## src/rtl/mem_bus_arbiter_pkg.sv

```systemverilog
// rtl/mem_bus_arbiter_pkg.sv - shared constants and types for the data-memory bus arbiter
// Purpose: FSM state encodings, master indices, latency counter width and the
//          latched command record used by the arbiter.
// Ports:   none (package).
package mem_bus_arbiter_pkg;

  localparam int CNT_W = 4;

  localparam logic [1:0] S_IDLE   = 2'd0;
  localparam logic [1:0] S_ACCESS = 2'd1;
  localparam logic [1:0] S_RESP   = 2'd2;

  localparam logic MASTER_CPU = 1'b0;
  localparam logic MASTER_AUX = 1'b1;

  typedef struct packed {
    logic        write;
    logic [31:0] address;
    logic [31:0] write_data;
    logic [3:0]  byte_enable;
  } cmd_t;

endpackage

```

## src/rtl/mem_bus_arbiter_if.sv

```systemverilog
// rtl/mem_bus_arbiter_if.sv - master-side requests, completions and RAM bus bundle
// Purpose: groups the two master request ports, their grant/valid pulses, the
//          shared read-data return and the RAM (Dw*) bus.
// Ports:   m0_*/m1_*   per-master request, command, grant and valid
//          read_data   last captured read word, shared by both masters
//          dw_*        RAM address, write data, byte enables, strobes, read data
//          owner       master owning the current or last access
// Modports: slave  - the arbiter side
//           master - the environment side (masters and RAM)
interface mem_bus_arbiter_if;

  logic        m0_req;
  logic        m0_write;
  logic [31:0] m0_address;
  logic [31:0] m0_write_data;
  logic [3:0]  m0_byte_enable;
  logic        m0_gnt;
  logic        m0_valid;

  logic        m1_req;
  logic        m1_write;
  logic [31:0] m1_address;
  logic [31:0] m1_write_data;
  logic [3:0]  m1_byte_enable;
  logic        m1_gnt;
  logic        m1_valid;

  logic [31:0] read_data;
  logic        owner;

  logic [31:0] dw_address;
  logic [31:0] dw_write_data;
  logic [3:0]  dw_byte_enable;
  logic        dw_write_enable;
  logic        dw_read_enable;
  logic [31:0] dw_read_data;

  modport slave (
    input  m0_req, m0_write, m0_address, m0_write_data, m0_byte_enable,
    input  m1_req, m1_write, m1_address, m1_write_data, m1_byte_enable,
    input  dw_read_data,
    output m0_gnt, m0_valid, m1_gnt, m1_valid,
    output read_data, owner,
    output dw_address, dw_write_data, dw_byte_enable, dw_write_enable, dw_read_enable
  );

  modport master (
    output m0_req, m0_write, m0_address, m0_write_data, m0_byte_enable,
    output m1_req, m1_write, m1_address, m1_write_data, m1_byte_enable,
    output dw_read_data,
    input  m0_gnt, m0_valid, m1_gnt, m1_valid,
    input  read_data, owner,
    input  dw_address, dw_write_data, dw_byte_enable, dw_write_enable, dw_read_enable
  );

endinterface

```

## src/rtl/mem_bus_arbiter_rr_pick2.sv

```systemverilog
// rtl/mem_bus_arbiter_rr_pick2.sv - two-request round-robin picker
// Purpose: chooses one of two requesters; on a tie the one that did not win
//          last (ptr) is chosen. Purely combinational.
// Ports:   req[1:0]      request pair (bit n = master n)
//          ptr           index of the master granted last
//          winner        chosen master index
//          winner_valid  at least one request is high
module rr_pick2 (
  input  logic [1:0] req,
  input  logic       ptr,
  output logic       winner,
  output logic       winner_valid
);

  always_comb begin
    winner_valid = |req;
    if (req == 2'b11) begin
      winner = ~ptr;
    end else begin
      winner = req[1];
    end
  end

endmodule

```

## src/rtl/mem_bus_arbiter.sv

```systemverilog
// rtl/mem_bus_arbiter.sv - two-master arbiter and sequencer for the data-memory bus
// Purpose: round-robin grants between the CPU (master 0) and the auxiliary
//          master (master 1), latches the winning command, drives the RAM
//          strobes for one write cycle or READ_LATENCY read cycles, captures
//          read data and pulses the owner's valid.
// Ports:   iCLK  clock, rising edge
//          iRST  asynchronous active-high reset
//          bus   mem_bus_arbiter_if.slave (requests, grants, valids, RAM bus)
// Params:  READ_LATENCY  cycles ReadEnable is held before sampling (1..15)
module mem_bus_arbiter #(
  parameter int READ_LATENCY = 1
) (
  input  logic                 iCLK,
  input  logic                 iRST,
  mem_bus_arbiter_if.slave     bus
);

  import mem_bus_arbiter_pkg::*;

  localparam logic [CNT_W-1:0] LAT_LOAD = CNT_W'(READ_LATENCY);

  logic [1:0]       state;
  logic             ptr;
  logic [CNT_W-1:0] cnt;
  cmd_t             cmd;
  cmd_t             pick_cmd;
  logic             winner;
  logic             winner_valid;

  logic             gnt0;
  logic             gnt1;
  logic             valid0;
  logic             valid1;
  logic             we;
  logic             re;
  logic             owner;
  logic [31:0]      rdata;

  rr_pick2 u_pick (
    .req          ({bus.m1_req, bus.m0_req}),
    .ptr          (ptr),
    .winner       (winner),
    .winner_valid (winner_valid)
  );

  always_comb begin
    pick_cmd = '0;
    if (winner == MASTER_AUX) begin
      pick_cmd.write       = bus.m1_write;
      pick_cmd.address     = bus.m1_address;
      pick_cmd.write_data  = bus.m1_write_data;
      pick_cmd.byte_enable = bus.m1_byte_enable;
    end else begin
      pick_cmd.write       = bus.m0_write;
      pick_cmd.address     = bus.m0_address;
      pick_cmd.write_data  = bus.m0_write_data;
      pick_cmd.byte_enable = bus.m0_byte_enable;
    end
  end

  // Grants and valids are single-cycle pulses: cleared every cycle unless
  // the current state explicitly raises them.
  always_ff @(posedge iCLK or posedge iRST) begin
    if (iRST) begin
      state  <= S_IDLE;
      ptr    <= MASTER_AUX;
      cnt    <= '0;
      cmd    <= '0;
      gnt0   <= 1'b0;
      gnt1   <= 1'b0;
      valid0 <= 1'b0;
      valid1 <= 1'b0;
      we     <= 1'b0;
      re     <= 1'b0;
      owner  <= 1'b0;
      rdata  <= '0;
    end else begin
      gnt0   <= 1'b0;
      gnt1   <= 1'b0;
      valid0 <= 1'b0;
      valid1 <= 1'b0;
      case (state)
        S_IDLE: begin
          if (winner_valid) begin
            cmd   <= pick_cmd;
            owner <= winner;
            ptr   <= winner;
            gnt0  <= (winner == MASTER_CPU);
            gnt1  <= (winner == MASTER_AUX);
            cnt   <= LAT_LOAD;
            we    <= pick_cmd.write;
            re    <= ~pick_cmd.write;
            state <= S_ACCESS;
          end
        end
        S_ACCESS: begin
          if (cmd.write) begin
            we     <= 1'b0;
            valid0 <= (owner == MASTER_CPU);
            valid1 <= (owner == MASTER_AUX);
            state  <= S_RESP;
          end else if (cnt == CNT_W'(1)) begin
            // Last ReadEnable cycle: the RAM word is sampled on this edge.
            rdata  <= bus.dw_read_data;
            re     <= 1'b0;
            valid0 <= (owner == MASTER_CPU);
            valid1 <= (owner == MASTER_AUX);
            state  <= S_RESP;
          end else begin
            cnt <= cnt - CNT_W'(1);
          end
        end
        S_RESP: begin
          state <= S_IDLE;
        end
        default: begin
          state <= S_IDLE;
        end
      endcase
    end
  end

  assign bus.m0_gnt          = gnt0;
  assign bus.m1_gnt          = gnt1;
  assign bus.m0_valid        = valid0;
  assign bus.m1_valid        = valid1;
  assign bus.read_data       = rdata;
  assign bus.owner           = owner;
  assign bus.dw_address      = cmd.address;
  assign bus.dw_write_data   = cmd.write_data;
  assign bus.dw_byte_enable  = cmd.byte_enable;
  assign bus.dw_write_enable = we;
  assign bus.dw_read_enable  = re;

  latency_range: assert property (@(posedge iCLK) (READ_LATENCY >= 1) && (READ_LATENCY <= 15))
    else $error("READ_LATENCY outside 1..15");

endmodule

```

## src/flat_wrapper.sv

```systemverilog
// flat-port wrapper written by rule: the top's interface ports become plain ports
module mem_bus_arbiter_flat import mem_bus_arbiter_pkg::*;
#(
  parameter int READ_LATENCY = 1
)
  (iCLK, iRST, bus_m0_req, bus_m0_write, bus_m0_address, bus_m0_write_data, bus_m0_byte_enable, bus_m1_req, bus_m1_write, bus_m1_address, bus_m1_write_data, bus_m1_byte_enable, bus_dw_read_data, bus_m0_gnt, bus_m0_valid, bus_m1_gnt, bus_m1_valid, bus_read_data, bus_owner, bus_dw_address, bus_dw_write_data, bus_dw_byte_enable, bus_dw_write_enable, bus_dw_read_enable);
  mem_bus_arbiter_if bus_i ();
  input  logic iCLK;
  input  logic iRST;
  input wire logic [$bits(bus_i.m0_req)-1:0] bus_m0_req;
  input wire logic [$bits(bus_i.m0_write)-1:0] bus_m0_write;
  input wire logic [$bits(bus_i.m0_address)-1:0] bus_m0_address;
  input wire logic [$bits(bus_i.m0_write_data)-1:0] bus_m0_write_data;
  input wire logic [$bits(bus_i.m0_byte_enable)-1:0] bus_m0_byte_enable;
  input wire logic [$bits(bus_i.m1_req)-1:0] bus_m1_req;
  input wire logic [$bits(bus_i.m1_write)-1:0] bus_m1_write;
  input wire logic [$bits(bus_i.m1_address)-1:0] bus_m1_address;
  input wire logic [$bits(bus_i.m1_write_data)-1:0] bus_m1_write_data;
  input wire logic [$bits(bus_i.m1_byte_enable)-1:0] bus_m1_byte_enable;
  input wire logic [$bits(bus_i.dw_read_data)-1:0] bus_dw_read_data;
  output wire logic [$bits(bus_i.m0_gnt)-1:0] bus_m0_gnt;
  output wire logic [$bits(bus_i.m0_valid)-1:0] bus_m0_valid;
  output wire logic [$bits(bus_i.m1_gnt)-1:0] bus_m1_gnt;
  output wire logic [$bits(bus_i.m1_valid)-1:0] bus_m1_valid;
  output wire logic [$bits(bus_i.read_data)-1:0] bus_read_data;
  output wire logic [$bits(bus_i.owner)-1:0] bus_owner;
  output wire logic [$bits(bus_i.dw_address)-1:0] bus_dw_address;
  output wire logic [$bits(bus_i.dw_write_data)-1:0] bus_dw_write_data;
  output wire logic [$bits(bus_i.dw_byte_enable)-1:0] bus_dw_byte_enable;
  output wire logic [$bits(bus_i.dw_write_enable)-1:0] bus_dw_write_enable;
  output wire logic [$bits(bus_i.dw_read_enable)-1:0] bus_dw_read_enable;
  assign bus_i.m0_req = bus_m0_req;
  assign bus_i.m0_write = bus_m0_write;
  assign bus_i.m0_address = bus_m0_address;
  assign bus_i.m0_write_data = bus_m0_write_data;
  assign bus_i.m0_byte_enable = bus_m0_byte_enable;
  assign bus_i.m1_req = bus_m1_req;
  assign bus_i.m1_write = bus_m1_write;
  assign bus_i.m1_address = bus_m1_address;
  assign bus_i.m1_write_data = bus_m1_write_data;
  assign bus_i.m1_byte_enable = bus_m1_byte_enable;
  assign bus_i.dw_read_data = bus_dw_read_data;
  assign bus_m0_gnt = bus_i.m0_gnt;
  assign bus_m0_valid = bus_i.m0_valid;
  assign bus_m1_gnt = bus_i.m1_gnt;
  assign bus_m1_valid = bus_i.m1_valid;
  assign bus_read_data = bus_i.read_data;
  assign bus_owner = bus_i.owner;
  assign bus_dw_address = bus_i.dw_address;
  assign bus_dw_write_data = bus_i.dw_write_data;
  assign bus_dw_byte_enable = bus_i.dw_byte_enable;
  assign bus_dw_write_enable = bus_i.dw_write_enable;
  assign bus_dw_read_enable = bus_i.dw_read_enable;
  mem_bus_arbiter #(.READ_LATENCY(READ_LATENCY)) u_core (.iCLK(iCLK), .iRST(iRST), .bus(bus_i));
endmodule
```

## config.mk

```make
export PLATFORM = sky130hd
export DESIGN_NAME = mem_bus_arbiter_flat
export DESIGN_NICKNAME = d
export VERILOG_FILES = /design/src/rtl/mem_bus_arbiter_pkg.sv /design/src/rtl/mem_bus_arbiter_if.sv /design/src/rtl/mem_bus_arbiter_rr_pick2.sv /design/src/rtl/mem_bus_arbiter.sv /design/src/flat_wrapper.sv
export SDC_FILE = /design/constraint.sdc
export NUM_CORES = 1
export LEC_CHECK = 0
export ABC_AREA = 0
export BUFFER_PORTS_ARGS = -buffer_cell sky130_fd_sc_hd__buf_2
export CELL_PAD_IN_SITES_DETAIL_PLACEMENT = 2
export CELL_PAD_IN_SITES_GLOBAL_PLACEMENT = 2
export CORE_MARGIN = 1
export CORE_UTILIZATION = 25
export CTS_BUF_LIST = sky130_fd_sc_hd__clkbuf_4
export CTS_CLUSTER_SIZE = 10
export DETAILED_ROUTE_END_ITERATION = 7
export HOLD_SLACK_MARGIN = 0.03
export PLACE_DENSITY_LB_ADDON = 0.1
export SKIP_CTS_REPAIR_TIMING = 1
export SYNTH_ARGS = -nofsm -noshare
export SYNTH_HDL_FRONTEND = slang
export SYNTH_HIERARCHICAL = 1
export SYNTH_SLANG_ARGS = --single-unit
```

## constraint.sdc

```tcl
create_clock -name iCLK -period 3.5 [get_ports iCLK]
set_clock_uncertainty 0.2 [all_clocks]
set_input_delay 0.35 -clock iCLK [delete_from_list [all_inputs] [get_ports iCLK]]
set_output_delay 0.35 -clock iCLK [all_outputs]
set_load 0.005 [all_outputs]
```

## Yosys cells after proc, flatten, opt, wreduce, memory -nomap -nowiden

Index checks and enable logic that the tools add are counted.

| storage, ports and cells | value |
|---|---|
| bits in registers | 115 |
| bits in latches | 0 |
| bits in writable memories | 0 |
| memory bits (read-only) | 0 |
| bits of input ports | 174 |
| word-level logic and storage cells | 66 |
| memories kept | 0 |

| operators by class | value |
|---|---|
| $add $sub $neg | 1 |
| $mul | 0 |
| divide/modulo/power cells | 0 |
| magnitude comparators | 0 |
| eq/ne operators | 9 |
| shift-type cells | 0 |
| muxes and demuxes | 27 |
| bitwise operators | 5 |
| reductions and logical operators | 9 |

Operators with widths:

| operator | count |
|---|---|
| 2-to-1 mux 69 bit | 1 |
| 2-to-1 mux 1 bit | 16 |
| 2-to-1 mux 4 bit | 3 |
| case mux 4 bit (2 select lines) | 1 |
| AND reduction 4 bit | 2 |
| 2-to-1 mux 2 bit | 3 |
| inequality test 2 bit, second input constant | 3 |
| AND reduction 3 bit | 2 |
| NOT 1 bit | 5 |
| == test 4 x 1 -> 1 bit, second input constant | 1 |
| inequality test 2 x 1 -> 1 bit, second input constant | 2 |
| case mux 1 bit (2 select lines) | 2 |
| case mux 2 bit (2 select lines) | 1 |
| AND reduction 2 bit | 2 |
| subtractor 4 x 1 -> 4 bit, second input constant | 1 |
| inequality test 3 x 1 -> 1 bit, second input constant | 1 |
| == test 2 x 1 -> 1 bit, second input constant | 1 |
| == test 2 bit, second input constant | 1 |
| logical NOT 2 bit | 1 |
| nonzero test 2 bit | 1 |
| OR reduction 2 bit | 1 |

## Longest topological paths before layout

Gate-level depths: netlist of run 1.

| depth | value |
|---|---|
| depth after elaboration | 6 |
| depth in mapped cells | 7 |
| mapped depth without buffers | 5 |

## Cells and area by module

The synthesis of run 1 kept the hierarchy.

By module, submodules not included:

| module | times used | cells an instance | area each (um2) | seq. area each (um2) |
|---|---|---|---|---|
| mem_bus_arbiter | 1 | 495 | 5477.8 | 2879.0 |
| rr_pick2 | 1 | 2 | 13.8 | 0.0 |

## Worst setup path before layout of run 1

OpenSTA, ideal clock, no wires.

| timing path | value |
|---|---|
| kind | flip-flop to flip-flop |
| start point | register u_core.cnt[1] |
| end point | register u_core.rdata[0], in the netlist u_core/bus.read_data[0] |
| library setup time | 0.125 ns |
| data arrival time | 1.768 ns |
| required time | 3.175 ns |
| slack | 1.407 ns |
| stages on the path, launching flop included | 7 |
| buffers on the path | 1 |
| path through | dfrtp_1 inv_1 ha_1 or3b_4 nor3b_4 buf_6 mux2_2 |

| between the ends | value |
|---|---|
| cells in the longest elaborated chain, start to end | 2 |

RTL lines:

| element | line | text |
|---|---|---|
| from (decl) | mem_bus_arbiter.sv:24 | `logic [CNT_W-1:0] cnt;` |
| from (signal assigned) | mem_bus_arbiter.sv:110 | `cnt <= cnt - CNT_W'(1);` |
| == test 4 x 1 -> 1 bit | mem_bus_arbiter.sv:102 | `end else if (cnt == CNT_W'(1)) begin` |
| AND reduction 3 bit (no line) | - |  |
| to (signal assigned) | mem_bus_arbiter.sv:104 | `rdata <= bus.dw_read_data;` |
| to (decl) | mem_bus_arbiter.sv:37 | `logic [31:0] rdata;` |

No other way between the ends.
A chain may end at the register's enable or synchronous reset.

## Final worst setup path of run 1

| timing path | value |
|---|---|
| start point | register u_core.ptr |
| end point | register u_core.cmd, in the netlist u_core/bus.dw_write_data[17] |

| between the ends | value |
|---|---|
| cells in the longest elaborated chain, start to end | 3 |

RTL lines:

| element | line | text |
|---|---|---|
| from (decl) | mem_bus_arbiter.sv:23 | `logic ptr;` |
| from (signal assigned) | mem_bus_arbiter.sv:87 | `ptr <= winner;` |
| NOT 1 bit | mem_bus_arbiter_rr_pick2.sv:18 | `winner = ~ptr;` |
| 2-to-1 mux 1 bit | mem_bus_arbiter_rr_pick2.sv:17 | `if (req == 2'b11) begin` |
| via u_core.winner | mem_bus_arbiter.sv:27 | `logic winner;` |
| 2-to-1 mux 69 bit | mem_bus_arbiter.sv:48 | `if (winner == MASTER_AUX) begin` |
| to (signal assigned) | mem_bus_arbiter.sv:85 | `cmd <= pick_cmd;` |
| to (decl) | mem_bus_arbiter.sv:25 | `cmd_t cmd;` |

The timed path passes the listed nets, and every way through them passes these cells.

==> summary.txt, run 1 <==
Routing
  • Wire per inst: about 16 um
  • First-iteration detailed-routing DRC count: 59
  • Via count: 4,975
  • Via-to-Cell Ratio: ~4.3
  • DRT antenna net count: 0
  • Final routed DRC violation total: 0
  • Drt total wl: around 19,000 um
  • TritonRoute pass-1 iters: 6

Global route
  • Initial antenna violation count: 2
  • First-pass GRT wire length: roughly 24,000 um
  • Grt total ovfl: 0
  • Total GRT Usage: 0.138
  • Vias in the first global route: 4,643
  • Largest net degree at the start of global routing: 89

Logic synthesis
  • Syn Nets: roughly 670
  • Top post-synthesis cells by area: dfrtp_1, mux2i_1, buf_4, o21ai_0, mux2_2
  • Post-synth EDFFs: 0
  • Top-area cell type share of the netlist area: 0.519
  • Synth Cell Area: ~5500 sq um
  • Synthesized instance count: 497
  • #FFs+latches synth: about 120
  • Synth cell types: 35
  • YS warnings: 6
  • Yosys top cell by area: dfrtp_1
  • Syn Area/Cell: approximately 11 sq um
  • Sequential fraction of the synthesis area: 0.524
  • Ys async rst share: 1.00
  • Dominant synthesized flop cell: dfrtp_1

Critical path
  • Buf/Inv on CP: 2
  • Startpoint types: flop
  • Crit path max fanout: between 40 and 50
  • CP Capture Type: flop
  • Cell family with most CP delay: buffers and inverters
  • Worst EP required: around 3.7 ns
  • CP Cell Sequence: a21boi_4 > buf_4 > mux2i_1 > dlygate4sd3_1 > o21ai_0
  • Cell at the slowest stage of the critical path: buf_4
  • Flop2flop setup slack: slightly above 1 ns
  • Worst path arrival time: 2.62 ns
  • Max incr delay on CP: 0.60 ns
  • Crit path kind: flop to flop

STA
  • Minimum clock period: around 2.5 ns
  • Hold Vio Cnt, Final: 0
  • Slew Limit Headroom: 0.494
  • Worst-Margin Slew: between 0.7 and 0.8 ns
  • Achievable Freq: roughly 0.41 GHz
  • PnR worst setup slack: approximately 1.0 ns
  • Hold_ws: approximately 0.27 ns
  • Setup TNS: 0 ns
  • Final setup vio count: 0
  • Final Cycle Share: 0.703
  • RSZ-0062 raised after global routing: false
  • Final Max Slew Viols: 0

Pwr
  • Worst IR Drop VDD: about 0.24 mV
  • Power per Cell Area: ~660 nW/um^2
  • Leakage: between 0.004 and 0.005 uW

Status
  • Status: completed

Finish
  • FILL cells: around 2,300
  • Post-route cell area: 8650 sq um
  • Final #Nets: 1,053
  • Layout cells sized above 1: 0.398
  • Synth-to-Final Area Change: 57.5%

Die
  • Die Height: 150 um
  • Rows: 53
  • # IOs: ~280
  • Initial Util: 0.258
  • Die footprint: roughly 23,000 sq um
  • Chip width: roughly 150 um
  • Core area: between 20,000 and 25,000 sq um

Hold path
  • Worst Hold Class: primary input to flop

Clock network
  • H-tree Lvls: 4
  • TritonCTS clock tree: built
  • CTS buffer count: 17
  • Reg clk slew, reported paths: 0.09 ns
  • Clock root buffer: clkbuf_4
  • CTS max path bufs: 2
  • Clock latency on the worst-skew pair: around 0.49 ns
  • Sink Count: 115

Placement
  • Pre-CTS setup slack: around 1.1 ns
  • GPL Wtd Cong: 0.703
  • Final HPWL DP: between 10,000 and 15,000 um
  • Placed cell area: 6680 sq um
  • IO buf count: 280

Run
  • Max-cap viol count: 0
per-stage QoR:
| stage | util | cells | total power [uW] |
|---|---|---|---|
| final | 0.406 | 1166 | 5680 |
| after global placement | 0.314 | 962 | 4460 |
| after global routing | 0.406 | 1165 | 6190 |
| after detailed placement | 0.314 | 962 | 4580 |
| after CTS | 0.326 | 992 | 5550 |
| after floorplan | - | 497 | 3990 |
synth_stat cells (all sizes together) (2+ instances only):
| cell type | instances |
|---|---|
| mux2 | 32 |
| nor2 | 3 |
| a211oi | 2 |
| inv | 7 |
| buf | 80 |
| nand2 | 74 |
| mux2i | 69 |
| clkbuf | 16 |
| or3b | 2 |
| ha | 2 |
| dfrtp | 114 |
| o21ai | 74 |
| o211ai | 2 |
| nor3b | 4 |
flip-flops by register name, summed over array words and instances (netlist names), 2 cells and up:
register,count
u_core/bus.dw_write_data,32
u_core/cnt,4
u_core/state,2
u_core/bus.dw_byte_enable,4
u_core/bus.read_data,32
u_core/bus.dw_address,32
where the power goes:
part | leakage [uW] | switching (uW) | total [uW] | internal, uW
Clock | 0.000142 | 512 | 927 | 415
Sequential | 0.00141 | 348 | 2320 | 1970
Combinational | 0.00275 | 1200 | 2440 | 1240
cells by family after synthesis:
kind of cell    share of synthesized area
simple gates                       0.0741
compound gates                     0.0829
flops                               0.524
buf+inv                             0.123
mux                                 0.191
fa+ha+maj                         0.00456
worst reg2reg max path, stage by stage, from the launching register on:
cell and delay, ns:
dfstp_2 0.39, a21boi_4 0.15, buf_4 0.60, mux2i_1 0.35
dlygate4sd3_1 0.58, o21ai_0 0.07
cells in the final DEF (no fill, tap or decap), types with 4 or more instances in the layout:
| cell type | netlist | layout |
|---|---|---|
| clkinv_2 | 0 | 5 |
| o21ai_0 | 74 | 74 |
| buf_2 | 8 | 280 |
| dlygate4sd3_1 | 0 | 171 |
| nand2_1 | 74 | 74 |
| mux2_2 | 32 | 32 |
| inv_1 | 7 | 6 |
| clkbuf_4 | 0 | 18 |
| mux2i_1 | 69 | 69 |
| buf_4 | 68 | 4 |
| dfrtp_1 | 114 | 114 |
layout make-up:
type	instances	area (sq um)	area share
timing repair buffer	457	3180	0.368
inverter	7	30.0	0.00347
clock buffer	18	135	0.0156
sequential	115	2880	0.333
tap	275	344	0.0398
antenna	3	7.51	0.000868
clock inverter	12	118	0.0136
multi-input combinational	279	1950	0.226
final timing paths:
path | from | to | cells after the start
worst max-delay path | u_core/ptr | u_core/bus.dw_write_data[17] | 5
worst min-delay path | bus_m0_req | u_core/bus.m0_gnt | 4
worst max register to register | u_core/ptr | u_core/bus.dw_write_data[17] | 5
worst min register to register | u_core/bus.owner | u_core/bus.m0_valid | 1
max in group asynchronous | iRST | u_core/bus.read_data[16] | 4
min in group asynchronous | iRST | u_core/bus.dw_write_data[14] | 3
routing by layer:
| metal | vias up | part of all wire | GRT usage |
|---|---|---|---|
| li1 | 2382 | - | - |
| met1 | 2429 | 0.38 | 0.156 |
| met2 | 150 | 0.55 | 0.243 |
| met3 | 14 | 0.057 | 0.0500 |
| met4 | 0 | 0.011 | 0.0394 |
| met5 | - | 0 | 0 |
Note: power is estimated with default switching activity, not from simulation.
==> inputs of run 2 (changes only) <==
--- a/config.mk
+++ b/config.mk
@@ -10,7 +10,7 @@
 export CELL_PAD_IN_SITES_DETAIL_PLACEMENT = 2
 export CELL_PAD_IN_SITES_GLOBAL_PLACEMENT = 2
 export CORE_MARGIN = 1
-export CORE_UTILIZATION = 25
+export CORE_UTILIZATION = 27
 export CTS_BUF_LIST = sky130_fd_sc_hd__clkbuf_4
 export CTS_CLUSTER_SIZE = 10
 export DETAILED_ROUTE_END_ITERATION = 7
==> constraint.sdc (replaced) <==
create_clock -name iCLK -period 2.6 [get_ports iCLK]
set_clock_uncertainty 0.2 [all_clocks]
set_input_delay 0.26 -clock iCLK [delete_from_list [all_inputs] [get_ports iCLK]]
set_output_delay 0.26 -clock iCLK [all_outputs]
set_load 0.005 [all_outputs]
==> summary.txt, run 2 (synthesis results as in run 1) <==
Status
  • Status: completed

STA
  • Achievable Freq: 0.428 GHz
  • Final Cycle Share: 0.899
  • Final setup vio count: 0 (unchanged)
  • Slew Limit Headroom: 0.589 (+0.0949)
  • Minimum clock period: approximately 2.3 ns
  • Hold Vio Cnt, Final: 0 (unchanged)
  • Worst-Margin Slew: 0.615 ns (-0.144 ns)
  • Setup TNS: 0 ns (unchanged)
  • RSZ-0062 raised after global routing: false
  • Hold_ws: 0.138 ns (-0.130 ns)
  • Final Max Slew Viols: 0 (unchanged)

Critical path
  • Flop2flop setup slack: 0.30 ns (-0.74 ns)
  • Worst Reg-to-Reg Cells: 5 (unchanged)
  • Max incr delay on CP: 0.60 ns (about the same)
  • Startpoint types: primary input
  • CP Capture Type: flop
  • Worst EP required: 2.78 ns (-0.88 ns)
  • Crit path kind: primary input to flop
  • Reg2reg start: u_core/ptr
  • Crit path max fanout: 34 (-24%)
  • Reg2reg end: u_core/bus.dw_write_data[31]
  • Cell at the slowest stage of the critical path: dlygate4sd3_1
  • Cell mode on critical path: dlygate4sd3_1
  • CP Cell Sequence: dlygate4sd3_1 > buf_2 > a21boi_4 > buf_12 > mux2i_1 > dlygate4sd3_1 > o21ai_0
  • Worst path arrival time: 2.52 ns (-0.10 ns)

Die
  • Core area: 19,700 sq um (-7.4%)
  • Chip width: 145 um (-3.7%)
  • Die footprint: 20,900 sq um (-7.3%)
  • Initial Util: 0.279 (+0.0205)
  • # IOs: 281 (unchanged)
  • Die Height: 145 um (-3.7%)
  • Rows: 51 (-3.8%)

Pwr
  • Switching Fraction: 0.352 (-0.0105)
  • Leakage: 0.00437 uW (+1.6%)
  • Worst IR Drop VDD: 0.337 mV (+43%)
  • Clk pwr share: 0.192 (+0.029)
  • Pint: 5250 uW (+45%)
  • Flop pwr share: 0.386 (-0.021)
  • Sw power: 2850 uW (+38%)
  • Power per Cell Area: 919 nW/um^2 (+40%)
  • Combinational power share: 0.422 (-0.008)

Routing
  • DRT antenna net count: 0 (unchanged)
  • First-iteration detailed-routing DRC count: 116 (+97%)
  • Via count: 5,027 (+1.0%)
  • Drt total wl: 19,400 um (+4.3%)
  • Final routed DRC violation total: 0 (unchanged)
  • TritonRoute pass-1 iters: 5 (-1)
  • Wire per inst: 16.7 um (+4.9%)
  • Via-to-Cell Ratio: 4.33 (+1.6%)

Finish
  • Layout cells sized above 1: 0.396 (-0.00155)
  • Final #Nets: 1,057 (+0.38%)
  • Commonest non-fill, non-tap cell in the layout: buf_2
  • Post-route cell area: 8810 sq um (+1.8%)
  • Non-Filler Instances: 1,160 (-0.51%)
  • Most frequent cells in the layout: buf_2, dlygate4sd3_1, dfrtp_1
  • Synth-to-Final Area Change: 60.4%

Clock network
  • H-tree Lvls: 4 (unchanged)
  • CTS buffer count: 17 (unchanged)
  • Clock root buffer: clkbuf_4
  • CTS max path bufs: 2 (unchanged)
  • Sink Count: 115 (unchanged)
  • TritonCTS clock tree: built
  • Clock latency on the worst-skew pair: 0.51 ns (+0.02 ns)
  • Reg clk slew, reported paths: 0.11 ns (+0.02 ns)

Global route
  • First-pass GRT wire length: 23,900 um (+0.96%)
  • Grt total ovfl: 0 (unchanged)
  • Vias in the first global route: 4,623 (-0.43%)
  • Largest net degree at the start of global routing: 85 (-4.5%)
  • Initial antenna violation count: 1 (-1)
  • Total GRT Usage: 0.152 (+0.0139)

Placement
  • Final HPWL DP: 12,200 um (+2.9%)
  • IO buf count: 280 (unchanged)
  • Placed cell area: 6740 sq um (+0.97%)
  • Placed cell count: 954 (-0.83%)
  • GPL Wtd Cong: 0.704 (+0.16%)

Hold path
  • Worst Hold Class: primary input to asynchronous set/reset pin

Run
  • Max-cap viol count: 0 (unchanged)
[run 2: cell count changes in the layout (fill, tap and decap cells not counted)]
| cell | delta |
|---|---|
| clkinvlp_4 | +1 |
| buf_12 | +5 |
| clkinv_4 | -2 |
| clkinv_1 | +3 |
| dlygate4sd3_1 | +2 |
| clkbuf_4 | +1 |
| bufinv_16 | +3 |
| clkinv_2 | -4 |
| buf_4 | -3 |
| diode_2 | -2 |
[run 2: power groups by stage]
stage	logic (uW)	registers [uW]	clock network (uW)
floorplan	2300	3070	0
global placement	2980	3090	0
detailed placement	3110	3150	0
CTS	3110	3120	1630
global route	3810	3240	1700
finish	3420	3120	1560
[run 2: worst max path at each step]
stage | start | endpoint | slack, ns | cells after the start
after floorplan | u_core/cnt[1] | u_core/bus.read_data[0] | 0.51 | 6
after global placement | u_core/cnt[1] | u_core/bus.read_data[3] | 0.47 | 6
after detailed placement | u_core/cnt[1] | u_core/bus.read_data[2] | 0.37 | 6
after CTS | u_core/cnt[1] | u_core/bus.read_data[2] | 0.37 | 6
after global routing | u_core/ptr | u_core/bus.dw_address[24] | 0.21 | 5
final | bus_m0_req | u_core/bus.dw_write_data[31] | 0.26 | 7
[run 2: critical path, delay by kind of cell]
kind            cells  cell delay, ns
compound gates      2            0.38
buf+inv             4            1.58
mux                 1            0.26
[run 2: metrics by stage]
| step | power (uW) | worst slack [ns] | utilization |
|---|---|---|---|
| floorplan | 5370 | 0.507 | - |
| detailed placement | 6260 | 0.374 | 0.342 |
| CTS | 7870 | 0.367 | 0.359 |
| global placement | 6060 | 0.473 | 0.342 |
| global route | 8750 | 0.212 | 0.447 |
| finish | 8100 | 0.262 | 0.447 |
[run 2: cell type report]
class                      count  area (sq um)
multi-input combinational    279          1950
tap                          265           332
antenna                        1          2.50
clock inverter                13           189
clock buffer                  19           143
inverter                       7          30.0
sequential                   115          2880
fill                        2112         10900
timing repair buffer         461          3280
[run 2: layer usage]
metal | track usage | wire (um)
met1 | 0.163 | 7110
met2 | 0.279 | 11100
met5 | 0 | 0
met3 | 0.0507 | 984
met4 | 0.0482 | 256
